`config.mk`:
```
export PLATFORM = sky130hd
export DESIGN_NAME = mc_controller_flat
export DESIGN_NICKNAME = d
export VERILOG_FILES = /design/src/rtl/mips_pkg.sv /design/src/rtl/mc_controller_if.sv /design/src/rtl/alu_decoder.sv /design/src/rtl/mc_controller.sv /design/src/flat_wrapper.sv
export SDC_FILE = /design/constraint.sdc
export NUM_CORES = 1
export LEC_CHECK = 0
export BUFFER_PORTS_ARGS = -buffer_cell sky130_fd_sc_hd__buf_2
export CAP_MARGIN = 20
export CORE_AREA = 5 5 42 44
export DETAILED_ROUTE_END_ITERATION = 16
export DIE_AREA = 0 0 47 49
export PLACE_DENSITY = 0.83
export SKIP_CTS_REPAIR_TIMING = 1
export SYNTH_ARGS = -nofsm -noshare
export SYNTH_HDL_FRONTEND = slang
export SYNTH_SLANG_ARGS = --single-unit
```
`constraint.sdc`:
```
create_clock -name clk -period 3.7 [get_ports clk]
set_clock_uncertainty 0.1 [all_clocks]
set_input_delay 0.74 -clock clk [delete_from_list [all_inputs] [get_ports clk]]
set_output_delay 0.74 -clock clk [all_outputs]
set_load 0.01 [all_outputs]
```
`src/rtl/mips_pkg.sv`:
```
// Shared encodings for the multicycle MIPS controller and the ALU:
// opcodes, funct codes, ALU control codes, FSM state and ALUOp enums.
// Build option: MC_CTRL_ADDI_EN adds the ADDIEX/ADDIWB states for addi.
package mips_pkg;

    localparam logic [5:0] OP_RTYPE = 6'b000000;
    localparam logic [5:0] OP_LW    = 6'b100011;
    localparam logic [5:0] OP_SW    = 6'b101011;
    localparam logic [5:0] OP_BEQ   = 6'b000100;
    localparam logic [5:0] OP_ADDI  = 6'b001000;
    localparam logic [5:0] OP_J     = 6'b000010;

    localparam logic [5:0] FUNCT_ADD = 6'b100000;
    localparam logic [5:0] FUNCT_SUB = 6'b100010;
    localparam logic [5:0] FUNCT_AND = 6'b100100;
    localparam logic [5:0] FUNCT_OR  = 6'b100101;
    localparam logic [5:0] FUNCT_SLT = 6'b101010;

    localparam logic [2:0] ALUC_AND = 3'b000;
    localparam logic [2:0] ALUC_OR  = 3'b001;
    localparam logic [2:0] ALUC_ADD = 3'b010;
    localparam logic [2:0] ALUC_UND = 3'b011;
    localparam logic [2:0] ALUC_SUB = 3'b110;
    localparam logic [2:0] ALUC_SLT = 3'b111;

    typedef enum logic [3:0] {
        S_FETCH,
        S_DECODE,
        S_MEMADR,
        S_MEMRD,
        S_MEMWB,
        S_MEMWR,
        S_EXECUTE,
        S_ALUWB,
        S_BRANCH,
        S_JUMP
`ifdef MC_CTRL_ADDI_EN
        ,
        S_ADDIEX,
        S_ADDIWB
`endif
    } state_t;

    // ALUOp 00 is add so states that do not name an ALU operation get add
    typedef enum logic [1:0] {
        ALUOP_ADD   = 2'b00,
        ALUOP_SUB   = 2'b01,
        ALUOP_FUNCT = 2'b10
    } aluop_t;

endpackage

```
`src/rtl/mc_controller_if.sv`:
```
// Controller <-> datapath bundle: instruction fields and zero flag in,
// mux selects, write enables and ALU control out.
interface mc_controller_if;

    logic [5:0] Op;
    logic [5:0] Funct;
    logic       Zero;
    logic       IorD;
    logic       MemWrite;
    logic       IRWrite;
    logic       RegDst;
    logic       MemtoReg;
    logic       RegWrite;
    logic       ALUSrcA;
    logic [1:0] ALUSrcB;
    logic [1:0] PCSrc;
    logic [2:0] ALUControl;
    logic       PCEn;

    // Datapath side: drives instruction fields, receives controls
    modport master (
        output Op, Funct, Zero,
        input  IorD, MemWrite, IRWrite, RegDst, MemtoReg, RegWrite,
        input  ALUSrcA, ALUSrcB, PCSrc, ALUControl, PCEn
    );

    // Controller side
    modport slave (
        input  Op, Funct, Zero,
        output IorD, MemWrite, IRWrite, RegDst, MemtoReg, RegWrite,
        output ALUSrcA, ALUSrcB, PCSrc, ALUControl, PCEn
    );

endinterface

```
`src/rtl/alu_decoder.sv`:
```
// Maps ALUOp and the instruction funct field to the 3-bit ALU control code.
module alu_decoder
    import mips_pkg::*;
(
    input  aluop_t     alu_op,
    input  logic [5:0] funct,
    output logic [2:0] alu_control
);

    // Fixed add/sub for address and branch work, funct-driven for R-type
    always_comb begin
        alu_control = ALUC_ADD;
        case (alu_op)
            ALUOP_ADD: alu_control = ALUC_ADD;
            ALUOP_SUB: alu_control = ALUC_SUB;
            ALUOP_FUNCT: begin
                case (funct)
                    FUNCT_ADD: alu_control = ALUC_ADD;
                    FUNCT_SUB: alu_control = ALUC_SUB;
                    FUNCT_AND: alu_control = ALUC_AND;
                    FUNCT_OR:  alu_control = ALUC_OR;
                    FUNCT_SLT: alu_control = ALUC_SLT;
                    default:   alu_control = ALUC_UND;
                endcase
            end
            default: alu_control = ALUC_ADD;
        endcase
    end

endmodule

```
`src/rtl/mc_controller.sv`:
```
// Multicycle MIPS main controller: Moore FSM whose outputs decode straight
// from the current state. Build option MC_CTRL_ADDI_EN enables the addi path;
// without it addi decodes as a NOP.
module mc_controller
    import mips_pkg::*;
(
    input  logic           clk,
    input  logic           rst_n,
    mc_controller_if.slave bus
);

    state_t state;
    state_t state_nxt;
    aluop_t alu_op;
    logic   pc_write;
    logic   branch;
    logic   ir_write;
    logic   mem_write;
    logic   reg_write;
    logic   iord;
    logic   reg_dst;
    logic   mem_to_reg;
    logic   alu_src_a;
    logic [1:0] alu_src_b;
    logic [1:0] pc_src;

    // State register; reset lands in FETCH at once, even mid-instruction
    always_ff @(posedge clk or negedge rst_n) begin
        if (!rst_n) state <= S_FETCH;
        else        state <= state_nxt;
    end

    // Next-state: opcode steers DECODE and MEMADR, all else is a fixed chain
    always_comb begin
        state_nxt = S_FETCH;
        case (state)
            S_FETCH: state_nxt = S_DECODE;
            S_DECODE: begin
                case (bus.Op)
                    OP_LW, OP_SW: state_nxt = S_MEMADR;
                    OP_RTYPE:     state_nxt = S_EXECUTE;
                    OP_BEQ:       state_nxt = S_BRANCH;
                    OP_J:         state_nxt = S_JUMP;
`ifdef MC_CTRL_ADDI_EN
                    OP_ADDI:      state_nxt = S_ADDIEX;
`endif
                    default:      state_nxt = S_FETCH;
                endcase
            end
            S_MEMADR:  state_nxt = (bus.Op == OP_LW) ? S_MEMRD : S_MEMWR;
            S_MEMRD:   state_nxt = S_MEMWB;
            S_EXECUTE: state_nxt = S_ALUWB;
`ifdef MC_CTRL_ADDI_EN
            S_ADDIEX:  state_nxt = S_ADDIWB;
`endif
            default:   state_nxt = S_FETCH;
        endcase
    end

    // Output decode: every control defaults to 0 (ALUOp 0 = add)
    always_comb begin
        iord       = 1'b0;
        mem_write  = 1'b0;
        ir_write   = 1'b0;
        reg_dst    = 1'b0;
        mem_to_reg = 1'b0;
        reg_write  = 1'b0;
        alu_src_a  = 1'b0;
        alu_src_b  = 2'b00;
        pc_src     = 2'b00;
        alu_op     = ALUOP_ADD;
        pc_write   = 1'b0;
        branch     = 1'b0;
        case (state)
            S_FETCH: begin
                alu_src_b = 2'b01;
                ir_write  = 1'b1;
                pc_write  = 1'b1;
            end
            S_DECODE: alu_src_b = 2'b11;
            S_MEMADR: begin
                alu_src_a = 1'b1;
                alu_src_b = 2'b10;
            end
            S_MEMRD: iord = 1'b1;
            S_MEMWB: begin
                mem_to_reg = 1'b1;
                reg_write  = 1'b1;
            end
            S_MEMWR: begin
                iord      = 1'b1;
                mem_write = 1'b1;
            end
            S_EXECUTE: begin
                alu_src_a = 1'b1;
                alu_op    = ALUOP_FUNCT;
            end
            S_ALUWB: begin
                reg_dst   = 1'b1;
                reg_write = 1'b1;
            end
            S_BRANCH: begin
                alu_src_a = 1'b1;
                alu_op    = ALUOP_SUB;
                pc_src    = 2'b01;
                branch    = 1'b1;
            end
            S_JUMP: begin
                pc_src   = 2'b10;
                pc_write = 1'b1;
            end
`ifdef MC_CTRL_ADDI_EN
            S_ADDIEX: begin
                alu_src_a = 1'b1;
                alu_src_b = 2'b10;
            end
            S_ADDIWB: reg_write = 1'b1;
`endif
            default: ;
        endcase
    end

    alu_decoder u_alu_decoder (
        .alu_op      (alu_op),
        .funct       (bus.Funct),
        .alu_control (bus.ALUControl)
    );

    // Write enables are masked while reset is held so FETCH's strobes stay quiet
    assign bus.IRWrite  = ir_write  & rst_n;
    assign bus.MemWrite = mem_write & rst_n;
    assign bus.RegWrite = reg_write & rst_n;
    assign bus.PCEn     = (pc_write | (branch & bus.Zero)) & rst_n;

    assign bus.IorD     = iord;
    assign bus.RegDst   = reg_dst;
    assign bus.MemtoReg = mem_to_reg;
    assign bus.ALUSrcA  = alu_src_a;
    assign bus.ALUSrcB  = alu_src_b;
    assign bus.PCSrc    = pc_src;

endmodule
```
`src/flat_wrapper.sv`:
```
// flat-port wrapper written by rule: the top's interface ports become plain ports
module mc_controller_flat import mips_pkg::*;
  (clk, rst_n, bus_Op, bus_Funct, bus_Zero, bus_IorD, bus_MemWrite, bus_IRWrite, bus_RegDst, bus_MemtoReg, bus_RegWrite, bus_ALUSrcA, bus_ALUSrcB, bus_PCSrc, bus_ALUControl, bus_PCEn);
  mc_controller_if bus_i ();
  input  logic clk;
  input  logic rst_n;
  input wire logic [$bits(bus_i.Op)-1:0] bus_Op;
  input wire logic [$bits(bus_i.Funct)-1:0] bus_Funct;
  input wire logic [$bits(bus_i.Zero)-1:0] bus_Zero;
  output wire logic [$bits(bus_i.IorD)-1:0] bus_IorD;
  output wire logic [$bits(bus_i.MemWrite)-1:0] bus_MemWrite;
  output wire logic [$bits(bus_i.IRWrite)-1:0] bus_IRWrite;
  output wire logic [$bits(bus_i.RegDst)-1:0] bus_RegDst;
  output wire logic [$bits(bus_i.MemtoReg)-1:0] bus_MemtoReg;
  output wire logic [$bits(bus_i.RegWrite)-1:0] bus_RegWrite;
  output wire logic [$bits(bus_i.ALUSrcA)-1:0] bus_ALUSrcA;
  output wire logic [$bits(bus_i.ALUSrcB)-1:0] bus_ALUSrcB;
  output wire logic [$bits(bus_i.PCSrc)-1:0] bus_PCSrc;
  output wire logic [$bits(bus_i.ALUControl)-1:0] bus_ALUControl;
  output wire logic [$bits(bus_i.PCEn)-1:0] bus_PCEn;
  assign bus_i.Op = bus_Op;
  assign bus_i.Funct = bus_Funct;
  assign bus_i.Zero = bus_Zero;
  assign bus_IorD = bus_i.IorD;
  assign bus_MemWrite = bus_i.MemWrite;
  assign bus_IRWrite = bus_i.IRWrite;
  assign bus_RegDst = bus_i.RegDst;
  assign bus_MemtoReg = bus_i.MemtoReg;
  assign bus_RegWrite = bus_i.RegWrite;
  assign bus_ALUSrcA = bus_i.ALUSrcA;
  assign bus_ALUSrcB = bus_i.ALUSrcB;
  assign bus_PCSrc = bus_i.PCSrc;
  assign bus_ALUControl = bus_i.ALUControl;
  assign bus_PCEn = bus_i.PCEn;
  mc_controller u_core (.clk(clk), .rst_n(rst_n), .bus(bus_i));
endmodule
```
==> out/metrics.cfg <==
[logic_synthesis]
syn_avg_cell_area_sq_um=8.02
ys_warn_count=0
mappedNetlistArea_sq_um=529
synth_fp_nets=83
syn_inst=66
synth_edf_count=0
synth_area_leaders=dfrtp_1 (19%), nor2_1 (7.1%), buf_4 (5.7%), xnor2_1 (5.0%), and3_1 (4.7%)
yosys.area.top_type_share_pct=18.9
synth_cell_types=32
yosysTopAreaCell=dfrtp_1
async_flop_share_pct=100
ys_seq_area_share_pct=18.9
synth-seq-cells=4
synth_flop_cell=dfrtp_1

[pwr]
power_uw=231
peakVddDrop_mv=0.186
pwr_density_cell_nw_per_um2=337
leakagePower_nw=0.325

[clock_network]
htreeDepth=1
cts_tree=done
cts_buffer_depth=2
clk_pin_slew_ns=0.04
cts_buffers=3
cts_root_buf=clkbuf_4
worstSkewPairLatency_ns=0.23
clock-sinks=4

[timing]
hold_violations=0
setup_violations=0
worst_slack_ns=0.738
finalSetupTns_ns=0
slew_headroom_pct=65.4
worst_pin_slew_ns=0.518
rsz0062_at_grt=no
hold_ws_ns=0.223
period_needed_ns=2.96
slew_viol_final=0
fmax_mhz=338
post-route-period-util_pct=80.1

[critical_path]
path_buf_inv=1
max_stage_delay_ns=0.55
crit_family=simple AND/OR/NAND/NOR gates
start_kind=flip-flop
cp.required_ns=2.86
r2r.worst_path.cells=3
regToRegSetupSlack_ns=2.21
endpoint_kind=output port
r2r-end=u_core.state[2]
reg2reg_from=u_core.state[1]
path_cells=nor4bb_4 -> ha_1 -> nor4bb_1 -> a31oi_1 -> nor2_1 -> buf_2
arrival_ns=2.12
crit_fanout=14
crit_type=reg2out
slowest_stage=dfrtp_1

[global_routing]
overflow=0
grt_pass1_wl_microns=2090
antenna_found_initial=0
grt.total_usage_pct=12.4
grt_pass1_vias=512
grt_start_max_net_pins=15

[finish]
syn2layout_area_growth_pct=29.8
final_common_cell=buf_2
top_regs=u_core.state x4
largest_reg_flops=4
num-nets-final=113
antenna_cells=0
final_cell_mix=buf_2 (29), nor2_1 (10), inv_1 (5)
drive_gt1_share_pct=39.4
regMostFlops=u_core.state
stdcell_count=110

[floorplanning]
rows=14
die_w_microns=47
die_h_microns=49
core_area_sq_um=1400
io_pins=30
die_area_sq_um=2300
start_util_pct=37.8

[placed_design]
post-dp-hpwl_microns=1090
gp_congestion=0.850
placed_cells_incl_taps=107
io_buffers=29
dp_slack_ns=1.03

[run]
maxCapViolCount=0

[routing]
drc=0
routed_wirelength_microns=1360
drt-initial-drc-count=8
routed-wl-met2_microns=657
drt-met1-wl_microns=569
drt_first_pass_iters=4
vias_per_cell=5.18
wl_per_cell_microns=12.3
vias=570
dr_wl_met3_microns=122
ant_nets=0
highest_layer=met4

[worst_hold_path]
hp-class=in2async

[outcome]
status=completed

## cell families (layout without fill, tap and decap cells)
group | after synthesis | count (layout) | share of synthesized area, %
compound gates | 9 | 9 | 12.5
xor+xnor | 3 | 3 | 4.97
mux | 1 | 1 | 2.13
flops | 4 | 4 | 18.9
fa+ha+maj | 2 | 2 | 4.73
simple gates | 38 | 38 | 47.5
buf+inv | 9 | 37 | 9.22
## synth_stat cells (2+ instances only)
cell / count
nor2_1: 10
inv_1: 5
and3_1: 4
buf_4: 4
dfrtp_1: 4
nor3_1: 4
nand2b_1: 3
xnor2_1: 3
a21oi_1: 2
ha_1: 2
nand2_1: 2
nand3_1: 2
nor3b_1: 2
## cell type report
cell class                 count  area [sq um]
fill                         139           714
multi-input combinational     53           380
timing repair buffer          29           145
sequential                     4           100
clock buffer                   3          22.5
tap                           16          20.0
inverter                       5          18.8
## power by group
part | total, mW | internal, mW | switching [mW]
Combinational | 0.0984 | 0.0475 | 0.0509
Sequential | 0.0804 | 0.0504 | 0.0300
Clock | 0.0525 | 0.0362 | 0.0164
## how the worst max path moves through the flow
stage / start / endpoint / cells past startpoint
5_1_grt: u_core.state[0] / bus_ALUControl[2] / 6
6_report: u_core.state[0] / bus_ALUControl[2] / 6
3_5_place_dp: u_core.state[0] / bus_ALUControl[2] / 6
2_1_floorplan: u_core.state[2] / bus_ALUControl[0] / 7
4_1_cts: u_core.state[0] / bus_ALUControl[2] / 6
3_3_place_gp: u_core.state[0] / bus_ALUControl[2] / 6
## per-layer routing
metal,global-route usage (%),vias up
met5,0,-
met1,16.2,256
li1,-,292
met3,4.43,2
met4,5.53,0
met2,17.9,20
## through the flow
step           util, %  cell area [sq um]
2_1_floorplan        -                529
3_3_place_gp      47.4                664
3_5_place_dp      47.4                664
4_1_cts           49.0                687
5_1_grt           49.0                687
6_report          49.0                687
No activity file was read; power rests on OpenSTA's default activity.
